--- src/rtl/cache_controller_update_queue_if.sv ---
// Bundle of the protocol-unit update handshake, the scheduler hazard query
// and the registered cc3 update strobes of the cache-controller update queue.
//
// Handshake: an update bundle transfers on a clk edge where pu_update_valid
// and pu_update_ready are both high. The producer holds its bundle stable
// while valid is high and ready is low; ready never depends on valid.
interface cache_controller_update_queue_if #(
  parameter int DEPTH        = 4,
  parameter int MSHR_IDX_W   = 3,
  parameter int MSHR_ENTRY_W = 64,
  parameter int LINE_W       = 512,
  parameter int SET_W        = 6,
  parameter int WAY_W        = 2,
  parameter int STATE_W      = 4
);
  localparam int CNT_W = $clog2(DEPTH) + 1;

  // protocol-unit side
  logic                    pu_update_valid;
  logic                    pu_update_ready;
  logic                    pu_mshr_en;
  logic [MSHR_IDX_W-1:0]   pu_mshr_index;
  logic [MSHR_ENTRY_W-1:0] pu_mshr_entry;
  logic [LINE_W-1:0]       pu_mshr_data;
  logic                    pu_coh_en;
  logic [SET_W-1:0]        pu_coh_set;
  logic [WAY_W-1:0]        pu_coh_way;
  logic [STATE_W-1:0]      pu_coh_state;
  logic                    pu_lru_fill_en;

  // scheduler side
  logic                    issue_stall;
  logic [SET_W-1:0]        lookup_set;
  logic                    lookup_pending;

  // lookup-stage update strobes
  logic                    cc3_update_mshr_en;
  logic [MSHR_IDX_W-1:0]   cc3_update_mshr_index;
  logic [MSHR_ENTRY_W-1:0] cc3_update_mshr_entry_info;
  logic [LINE_W-1:0]       cc3_update_mshr_entry_data;
  logic                    cc3_update_coherence_state_en;
  logic [SET_W-1:0]        cc3_update_coherence_state_index;
  logic [WAY_W-1:0]        cc3_update_coherence_state_way;
  logic [STATE_W-1:0]      cc3_update_coherence_state_entry;
  logic                    cc3_update_lru_fill_en;

  logic [CNT_W-1:0]        queue_count;

  modport master (
    output pu_update_valid, pu_mshr_en, pu_mshr_index, pu_mshr_entry,
           pu_mshr_data, pu_coh_en, pu_coh_set, pu_coh_way, pu_coh_state,
           pu_lru_fill_en, issue_stall, lookup_set,
    input  pu_update_ready, lookup_pending, cc3_update_mshr_en,
           cc3_update_mshr_index, cc3_update_mshr_entry_info,
           cc3_update_mshr_entry_data, cc3_update_coherence_state_en,
           cc3_update_coherence_state_index, cc3_update_coherence_state_way,
           cc3_update_coherence_state_entry, cc3_update_lru_fill_en,
           queue_count
  );

  modport slave (
    input  pu_update_valid, pu_mshr_en, pu_mshr_index, pu_mshr_entry,
           pu_mshr_data, pu_coh_en, pu_coh_set, pu_coh_way, pu_coh_state,
           pu_lru_fill_en, issue_stall, lookup_set,
    output pu_update_ready, lookup_pending, cc3_update_mshr_en,
           cc3_update_mshr_index, cc3_update_mshr_entry_info,
           cc3_update_mshr_entry_data, cc3_update_coherence_state_en,
           cc3_update_coherence_state_index, cc3_update_coherence_state_way,
           cc3_update_coherence_state_entry, cc3_update_lru_fill_en,
           queue_count
  );
endinterface

--- src/rtl/cache_controller_update_queue.sv ---
// Update queue between the protocol unit and the cache-controller lookup
// stage. Bundles are buffered in a small FIFO and drained one per cycle onto
// registered single-cycle strobes. A combinational hazard port reports
// whether a coherence write to a queried set is still queued or issuing.
module cache_controller_update_queue #(
  parameter int DEPTH        = 4,
  parameter int MSHR_IDX_W   = 3,
  parameter int MSHR_ENTRY_W = 64,
  parameter int LINE_W       = 512,
  parameter int SET_W        = 6,
  parameter int WAY_W        = 2,
  parameter int STATE_W      = 4
) (
  input  logic clk,
  input  logic reset_n,
  cache_controller_update_queue_if.slave bus
);
  localparam int PTR_W = $clog2(DEPTH);
  localparam int CNT_W = $clog2(DEPTH) + 1;

  typedef struct packed {
    logic                    mshr_en;
    logic [MSHR_IDX_W-1:0]   mshr_index;
    logic [MSHR_ENTRY_W-1:0] mshr_entry;
    logic [LINE_W-1:0]       mshr_data;
    logic                    coh_en;
    logic [SET_W-1:0]        coh_set;
    logic [WAY_W-1:0]        coh_way;
    logic [STATE_W-1:0]      coh_state;
    logic                    lru_fill_en;
  } entry_t;

  // FIFO storage and control
  entry_t            mem_q [DEPTH];
  logic [DEPTH-1:0]  valid_q, valid_d;
  logic [PTR_W-1:0]  wr_ptr_q, wr_ptr_d;
  logic [PTR_W-1:0]  rd_ptr_q, rd_ptr_d;
  logic [CNT_W-1:0]  count_q, count_d;

  // output registers
  logic                    out_mshr_en_q;
  logic [MSHR_IDX_W-1:0]   out_mshr_index_q;
  logic [MSHR_ENTRY_W-1:0] out_mshr_entry_q;
  logic [LINE_W-1:0]       out_mshr_data_q;
  logic                    out_coh_en_q;
  logic [SET_W-1:0]        out_coh_set_q;
  logic [WAY_W-1:0]        out_coh_way_q;
  logic [STATE_W-1:0]      out_coh_state_q;
  logic                    out_lru_en_q;

  entry_t in_entry;
  entry_t head;
  logic   ready;
  logic   enq;
  logic   deq;
  logic   pending;

  // Ready comes from the registered count only, so a full queue never
  // accepts in the same cycle it drains.
  assign ready = (count_q < CNT_W'(DEPTH));
  // Bundles with no write enabled are acknowledged but never stored.
  assign enq   = bus.pu_update_valid & ready & (bus.pu_mshr_en | bus.pu_coh_en);
  assign deq   = (count_q != '0) & ~bus.issue_stall;
  assign head  = mem_q[rd_ptr_q];

  // Pack the incoming bundle; a pLRU fill only makes sense with a state write.
  always_comb begin
    in_entry             = '0;
    in_entry.mshr_en     = bus.pu_mshr_en;
    in_entry.mshr_index  = bus.pu_mshr_index;
    in_entry.mshr_entry  = bus.pu_mshr_entry;
    in_entry.mshr_data   = bus.pu_mshr_data;
    in_entry.coh_en      = bus.pu_coh_en;
    in_entry.coh_set     = bus.pu_coh_set;
    in_entry.coh_way     = bus.pu_coh_way;
    in_entry.coh_state   = bus.pu_coh_state;
    in_entry.lru_fill_en = bus.pu_lru_fill_en & bus.pu_coh_en;
  end

  // Next-state for pointers, per-slot valid bits and occupancy.
  always_comb begin
    valid_d  = valid_q;
    wr_ptr_d = wr_ptr_q;
    rd_ptr_d = rd_ptr_q;
    count_d  = count_q;
    if (enq) begin
      valid_d[wr_ptr_q] = 1'b1;
      wr_ptr_d          = wr_ptr_q + PTR_W'(1);
    end
    if (deq) begin
      valid_d[rd_ptr_q] = 1'b0;
      rd_ptr_d          = rd_ptr_q + PTR_W'(1);
    end
    if (enq && !deq) begin
      count_d = count_q + CNT_W'(1);
    end else if (!enq && deq) begin
      count_d = count_q - CNT_W'(1);
    end
  end

  // Payload storage; validity is tracked by valid_q so no reset is needed.
  always_ff @(posedge clk) begin
    if (enq) begin
      mem_q[wr_ptr_q] <= in_entry;
    end
  end

  // FIFO control registers.
  always_ff @(posedge clk) begin
    if (!reset_n) begin
      valid_q  <= '0;
      wr_ptr_q <= '0;
      rd_ptr_q <= '0;
      count_q  <= '0;
    end else begin
      valid_q  <= valid_d;
      wr_ptr_q <= wr_ptr_d;
      rd_ptr_q <= rd_ptr_d;
      count_q  <= count_d;
    end
  end

  // Issue stage: strobes pulse for one cycle per dequeue, fields hold.
  always_ff @(posedge clk) begin
    if (!reset_n) begin
      out_mshr_en_q    <= 1'b0;
      out_mshr_index_q <= '0;
      out_mshr_entry_q <= '0;
      out_mshr_data_q  <= '0;
      out_coh_en_q     <= 1'b0;
      out_coh_set_q    <= '0;
      out_coh_way_q    <= '0;
      out_coh_state_q  <= '0;
      out_lru_en_q     <= 1'b0;
    end else begin
      out_mshr_en_q <= deq & head.mshr_en;
      out_coh_en_q  <= deq & head.coh_en;
      out_lru_en_q  <= deq & head.lru_fill_en;
      if (deq) begin
        out_mshr_index_q <= head.mshr_index;
        out_mshr_entry_q <= head.mshr_entry;
        out_mshr_data_q  <= head.mshr_data;
        out_coh_set_q    <= head.coh_set;
        out_coh_way_q    <= head.coh_way;
        out_coh_state_q  <= head.coh_state;
      end
    end
  end

  // Set hazard: any stored coherence write or the one currently issuing.
  always_comb begin
    pending = out_coh_en_q && (out_coh_set_q == bus.lookup_set);
    for (int i = 0; i < DEPTH; i++) begin
      if (valid_q[i] && mem_q[i].coh_en && (mem_q[i].coh_set == bus.lookup_set)) begin
        pending = 1'b1;
      end
    end
  end

  assign bus.pu_update_ready                  = ready;
  assign bus.lookup_pending                   = pending;
  assign bus.queue_count                      = count_q;
  assign bus.cc3_update_mshr_en               = out_mshr_en_q;
  assign bus.cc3_update_mshr_index            = out_mshr_index_q;
  assign bus.cc3_update_mshr_entry_info       = out_mshr_entry_q;
  assign bus.cc3_update_mshr_entry_data       = out_mshr_data_q;
  assign bus.cc3_update_coherence_state_en    = out_coh_en_q;
  assign bus.cc3_update_coherence_state_index = out_coh_set_q;
  assign bus.cc3_update_coherence_state_way   = out_coh_way_q;
  assign bus.cc3_update_coherence_state_entry = out_coh_state_q;
  assign bus.cc3_update_lru_fill_en           = out_lru_en_q;
endmodule

--- src/flat_wrapper.sv ---
// flat-port wrapper written by rule: the top's interface ports become plain ports
module cache_controller_update_queue_flat 
#(
  parameter int DEPTH        = 4,
  parameter int MSHR_IDX_W   = 3,
  parameter int MSHR_ENTRY_W = 64,
  parameter int LINE_W       = 512,
  parameter int SET_W        = 6,
  parameter int WAY_W        = 2,
  parameter int STATE_W      = 4
)
  (clk, reset_n, bus_pu_update_valid, bus_pu_mshr_en, bus_pu_mshr_index, bus_pu_mshr_entry, bus_pu_mshr_data, bus_pu_coh_en, bus_pu_coh_set, bus_pu_coh_way, bus_pu_coh_state, bus_pu_lru_fill_en, bus_issue_stall, bus_lookup_set, bus_pu_update_ready, bus_lookup_pending, bus_cc3_update_mshr_en, bus_cc3_update_mshr_index, bus_cc3_update_mshr_entry_info, bus_cc3_update_mshr_entry_data, bus_cc3_update_coherence_state_en, bus_cc3_update_coherence_state_index, bus_cc3_update_coherence_state_way, bus_cc3_update_coherence_state_entry, bus_cc3_update_lru_fill_en, bus_queue_count);
  cache_controller_update_queue_if #(.DEPTH(DEPTH), .MSHR_IDX_W(MSHR_IDX_W), .MSHR_ENTRY_W(MSHR_ENTRY_W), .LINE_W(LINE_W), .SET_W(SET_W), .WAY_W(WAY_W), .STATE_W(STATE_W)) bus_i ();
  input  logic clk;
  input  logic reset_n;
  input wire logic [$bits(bus_i.pu_update_valid)-1:0] bus_pu_update_valid;
  input wire logic [$bits(bus_i.pu_mshr_en)-1:0] bus_pu_mshr_en;
  input wire logic [$bits(bus_i.pu_mshr_index)-1:0] bus_pu_mshr_index;
  input wire logic [$bits(bus_i.pu_mshr_entry)-1:0] bus_pu_mshr_entry;
  input wire logic [$bits(bus_i.pu_mshr_data)-1:0] bus_pu_mshr_data;
  input wire logic [$bits(bus_i.pu_coh_en)-1:0] bus_pu_coh_en;
  input wire logic [$bits(bus_i.pu_coh_set)-1:0] bus_pu_coh_set;
  input wire logic [$bits(bus_i.pu_coh_way)-1:0] bus_pu_coh_way;
  input wire logic [$bits(bus_i.pu_coh_state)-1:0] bus_pu_coh_state;
  input wire logic [$bits(bus_i.pu_lru_fill_en)-1:0] bus_pu_lru_fill_en;
  input wire logic [$bits(bus_i.issue_stall)-1:0] bus_issue_stall;
  input wire logic [$bits(bus_i.lookup_set)-1:0] bus_lookup_set;
  output wire logic [$bits(bus_i.pu_update_ready)-1:0] bus_pu_update_ready;
  output wire logic [$bits(bus_i.lookup_pending)-1:0] bus_lookup_pending;
  output wire logic [$bits(bus_i.cc3_update_mshr_en)-1:0] bus_cc3_update_mshr_en;
  output wire logic [$bits(bus_i.cc3_update_mshr_index)-1:0] bus_cc3_update_mshr_index;
  output wire logic [$bits(bus_i.cc3_update_mshr_entry_info)-1:0] bus_cc3_update_mshr_entry_info;
  output wire logic [$bits(bus_i.cc3_update_mshr_entry_data)-1:0] bus_cc3_update_mshr_entry_data;
  output wire logic [$bits(bus_i.cc3_update_coherence_state_en)-1:0] bus_cc3_update_coherence_state_en;
  output wire logic [$bits(bus_i.cc3_update_coherence_state_index)-1:0] bus_cc3_update_coherence_state_index;
  output wire logic [$bits(bus_i.cc3_update_coherence_state_way)-1:0] bus_cc3_update_coherence_state_way;
  output wire logic [$bits(bus_i.cc3_update_coherence_state_entry)-1:0] bus_cc3_update_coherence_state_entry;
  output wire logic [$bits(bus_i.cc3_update_lru_fill_en)-1:0] bus_cc3_update_lru_fill_en;
  output wire logic [$bits(bus_i.queue_count)-1:0] bus_queue_count;
  assign bus_i.pu_update_valid = bus_pu_update_valid;
  assign bus_i.pu_mshr_en = bus_pu_mshr_en;
  assign bus_i.pu_mshr_index = bus_pu_mshr_index;
  assign bus_i.pu_mshr_entry = bus_pu_mshr_entry;
  assign bus_i.pu_mshr_data = bus_pu_mshr_data;
  assign bus_i.pu_coh_en = bus_pu_coh_en;
  assign bus_i.pu_coh_set = bus_pu_coh_set;
  assign bus_i.pu_coh_way = bus_pu_coh_way;
  assign bus_i.pu_coh_state = bus_pu_coh_state;
  assign bus_i.pu_lru_fill_en = bus_pu_lru_fill_en;
  assign bus_i.issue_stall = bus_issue_stall;
  assign bus_i.lookup_set = bus_lookup_set;
  assign bus_pu_update_ready = bus_i.pu_update_ready;
  assign bus_lookup_pending = bus_i.lookup_pending;
  assign bus_cc3_update_mshr_en = bus_i.cc3_update_mshr_en;
  assign bus_cc3_update_mshr_index = bus_i.cc3_update_mshr_index;
  assign bus_cc3_update_mshr_entry_info = bus_i.cc3_update_mshr_entry_info;
  assign bus_cc3_update_mshr_entry_data = bus_i.cc3_update_mshr_entry_data;
  assign bus_cc3_update_coherence_state_en = bus_i.cc3_update_coherence_state_en;
  assign bus_cc3_update_coherence_state_index = bus_i.cc3_update_coherence_state_index;
  assign bus_cc3_update_coherence_state_way = bus_i.cc3_update_coherence_state_way;
  assign bus_cc3_update_coherence_state_entry = bus_i.cc3_update_coherence_state_entry;
  assign bus_cc3_update_lru_fill_en = bus_i.cc3_update_lru_fill_en;
  assign bus_queue_count = bus_i.queue_count;
  cache_controller_update_queue #(.DEPTH(DEPTH), .MSHR_IDX_W(MSHR_IDX_W), .MSHR_ENTRY_W(MSHR_ENTRY_W), .LINE_W(LINE_W), .SET_W(SET_W), .WAY_W(WAY_W), .STATE_W(STATE_W)) u_core (.clk(clk), .reset_n(reset_n), .bus(bus_i));
endmodule
--- config.mk ---
export PLATFORM = sky130hd
export DESIGN_NAME = cache_controller_update_queue_flat
export DESIGN_NICKNAME = d
export VERILOG_FILES = /design/src/rtl/cache_controller_update_queue_if.sv /design/src/rtl/cache_controller_update_queue.sv /design/src/flat_wrapper.sv
export SDC_FILE = /design/constraint.sdc
export NUM_CORES = 2
export LEC_CHECK = 0
export BUFFER_PORTS_ARGS = -buffer_cell sky130_fd_sc_hd__buf_4
export CAP_MARGIN = 25
export CELL_PAD_IN_SITES_DETAIL_PLACEMENT = 0
export CELL_PAD_IN_SITES_GLOBAL_PLACEMENT = 1
export CORE_ASPECT_RATIO = 1.2
export CORE_MARGIN = 3
export CORE_UTILIZATION = 35
export CTS_BUF_LIST = sky130_fd_sc_hd__clkbuf_4 sky130_fd_sc_hd__clkbuf_8 sky130_fd_sc_hd__clkbuf_16
export CTS_CLUSTER_SIZE = 20
export DETAILED_ROUTE_END_ITERATION = 12
export PLACE_DENSITY = 0.57
export SYNTH_ARGS = -nofsm -noshare
export SYNTH_HDL_FRONTEND = slang
export SYNTH_SLANG_ARGS = --single-unit
--- constraint.sdc ---
create_clock -name clk -period 17.2 [get_ports clk]
set_clock_uncertainty 0.05 [all_clocks]
set_input_delay 3.44 -clock clk [delete_from_list [all_inputs] [get_ports clk]]
set_output_delay 3.44 -clock clk [all_outputs]
set_load 0.02 [all_outputs]
==> summary.md <==
| Metric | Value |
|---|---|
| First-pass GRT wire length | `422.5 mm` |
| Critical path arrival | `4.57 ns` |
| DRT iter0 DRCs | `3897` |
| Vias in the first global route | `57.56k` |
| Fin cells | `11.39k` |
| Final HPWL DP | `184.9 mm` |
| Synth cell types | `32` |
| Port Buffer Count | `1202` |
| DP Area | `120000 sq um` |
| Final antenna-violating net count | `0` |
| Post-CTS setup buffers | `0` |
| Hold Vio Cnt, Final | `0` |
| Final period util | `0.4687` |
| Top-area cell type share of the netlist area | `0.6637` |
| Sequential fraction of the synthesis area | `0.7768` |
| Grt ovf | `0` |
| DR vias | `55.96k` |
| Clock buffer depth | `4` |
| Final Cell Area | `130800 sq um` |
| CP Data Required Time | `13.71 ns` |
| PwrDens | `155.8 nW/um^2` |
| Crit Path Class | `in2out` |
| Fin crit period | `8.061 ns` |
| CTS Buf Count | `316` |
| CTS tree | `yes` |
| Design Power | `20.38 mW` |
| Hold crit path type | `reg2reg` |
| Die width | `511.9 um` |
| Share of post-route cells with drive strength above 1 | `0.3326` |
| Commonest register cell after synthesis | `edfxtp_1` |
| Resized Gates After CTS | `0` |
| Die Y | `613.1 um` |
| Setup TNS | `0 ns` |
| Asr flop ratio synth | `0` |
| Fin. max-slew vios | `0` |
| Netlist Area Pre-Place | `107500 sq um` |
| Synth Warn # | `0` |
| CTS Hold Bufs | `0` |
| Critical path buffers and inverters | `2` |
| Drt pass-1 iters | `8` |
| Cell taking the most area after synthesis | `edfxtp_1` |
| GRT Resource Usage Total | `0.1844` |
| Slew margin rel. | `0.1545` |
| Initial core utilization | `0.3521` |
| Syn Nets | `6401` |
| CP max stage delay | `0.43 ns` |
| Crit path max-delay family | `simple AND/OR/NAND/NOR gates` |
| Initial antenna violation count | `112` |
| # DRC | `0` |
| Inst Count DP | `10.77k` |
| IO Pins | `1203` |
| Routed WL | `298.1 mm` |
| Worst path slowest cell | `or4_1` |
| CP startpoint kind | `input pin` |
| Dpl ws | `8.985 ns` |
| Leakage | `43.99 nW` |
| Largest net degree at the start of global routing | `174` |
| Post-synth EDFFs | `2376` |
| Area contributors post-synth | `edfxtp_1 66%, mux4_2 12%, dfxtp_1 11%` |
| Reg clk slew, reported paths | `0.05 ns` |
| Crit-path cells | `buf_4 -> xnor2_1 -> nand4_1 -> or4_1 -> nand4_1 -> buf_4` |
| Syn_area_per_cell | `18.58 sq um` |
| Core Box Area | `305300 sq um` |
| Endpoint class of the critical path | `primary output` |
| Cells after Synth | `5787` |
| Layout Utilization | `0.4286` |
| FF+latch count, synth | `2983` |
| Die ar. | `313800 sq um` |
| Routed vias/inst | `4.912` |
| Worst hold slack | `0.4021 ns` |
| Site Rows | `222` |
| # setup viols final | `0` |
| Layout Nets | `7670` |
| Clk sink count | `2983` |
| Routed length per instance | `26.17 um` |
| Final setup margin | `9.139 ns` |
| Skew-Pair Late Insertion Delay | `0.84 ns` |
| Routability cong. | `0.7934` |
| Fmax | `124.0 MHz` |
| CTS H-tree lvls | `5` |
| # Max-Cap Violations | `0` |
| Actual slew at the worst max-slew pin | `1.268 ns` |
| P&R area growth vs syn | `21.70%` |
| Root buf cell | `clkbuf_16` |
| Status | `complete, no violations` |
| Crit path max fanout | `5` |
| Peak supply drop | `0.1328 mV` |
| RSZ-0062 raised after global routing | `no` |
-- worst paths after layout --
check        cells past startpoint                                               startpoint                                                 endpoint  slack [ns]
min reg2reg                      2  u_core.bus.cc3_update_mshr_entry_data[102]$_SDFFE_PN0P_  u_core.bus.cc3_update_mshr_entry_data[102]$_SDFFE_PN0P_        0.40
max reg2reg                      7                   u_core.bus.queue_count[2]$_SDFFE_PN0P_                           u_core.mem_q[1][407]$_DFFE_PP_       12.21
max                              6                                        bus_lookup_set[2]                                       bus_lookup_pending        9.14
min                              2  u_core.bus.cc3_update_mshr_entry_data[102]$_SDFFE_PN0P_  u_core.bus.cc3_update_mshr_entry_data[102]$_SDFFE_PN0P_        0.40
-- synthesized netlist by cell type, types with 2 or more instances --
cell      count
buf_1         7
nand4_1       4
xor2_1       23
inv_1         6
dfxtp_1     607
mux4_2      594
and3_1        3
xnor2_1      11
nor4_1        4
nor2_1        6
buf_8         6
edfxtp_1   2376
nand2_1    1188
and2_1        5
nor3_1        3
a21oi_1     597
clkbuf_1     84
a211oi_1      4
buf_2       179
ha_1          9
buf_12       56
buf_4         3
mux2i_1       2
inv_2         2
-- registers in the layout, summed over array words and instances, names as in the netlist, 3 cells and up, named ones only --
name and cells:
u_core.mem_q 2376, u_core.bus.cc3_update_mshr_entry_data 512, u_core.bus.cc3_update_mshr_entry_info 64, u_core.bus.cc3_update_coherence_state_index 6
u_core.bus.cc3_update_coherence_state_entry 4, u_core.valid_q 4, u_core.bus.cc3_update_mshr_index 3, u_core.bus.queue_count 3
-- placed cells by master (no fill, tap or decap), types with 11 or more instances in the layout --
master	netlist	layout
buf_4	3	1269
buf_12	56	16
clkbuf_4	0	70
edfxtp_1	2376	2376
clkbuf_8	0	41
xnor2_1	11	11
clkbuf_16	0	321
diode_2	0	42
clkinv_1	0	37
xor2_1	23	23
nand2_1	1188	1188
dfxtp_1	607	605
mux4_2	594	594
a21oi_1	597	597
bufinv_16	0	28
clkinv_2	0	54
-- tightest hold or removal path: stages, from the launching register on --
cell     delay, ns
dfxtp_1       0.30
nand2_1       0.05
a21oi_1       0.05
-- power breakdown --
part | leakage [nW] | switching (mW) | total (mW) | internal, mW
Clock | 5.38 | 2.80 | 6.97 | 4.16
Sequential | 26.6 | 0.366 | 8.99 | 8.62
Combinational | 12.0 | 2.64 | 4.43 | 1.79
-- cell type report --
class                   count  area (sq um)
fillers                 27210        174400
flip-flops and latches   2983         83510
multi-input cells        2460         21510
repair buffers           1287          9886
clock buffers             432          9123
well taps                4032          5045
clock inverters           148          1613
diodes                     42         105.1
inverters                   8         45.04
-- routing by layer --
metal  track usage  part of all wire  vias up
met4       0.05882             0.031       82
li1              -                 -    24860
met2        0.3141              0.50     1531
met1        0.2215              0.39    28970
met3       0.05949             0.076      519
met5             0            0.0019        -
-- logic make-up (layout without fill, tap and decap cells) --
| kind of cell | count (synthesis) | count (layout) | share of synthesized area |
|---|---|---|---|
| other cells | 0 | 42 | 0 |
| fa+ha+maj | 10 | 10 | 0.001234 |
| simple gates | 1216 | 1216 | 0.04295 |
| compound gates | 604 | 604 | 0.02828 |
| flops | 2983 | 2983 | 0.7768 |
| buf+inv | 344 | 1875 | 0.02337 |
| xor+xnor | 34 | 34 | 0.002770 |
| mux | 596 | 596 | 0.1246 |
Power figures use the tool's default switching activity.
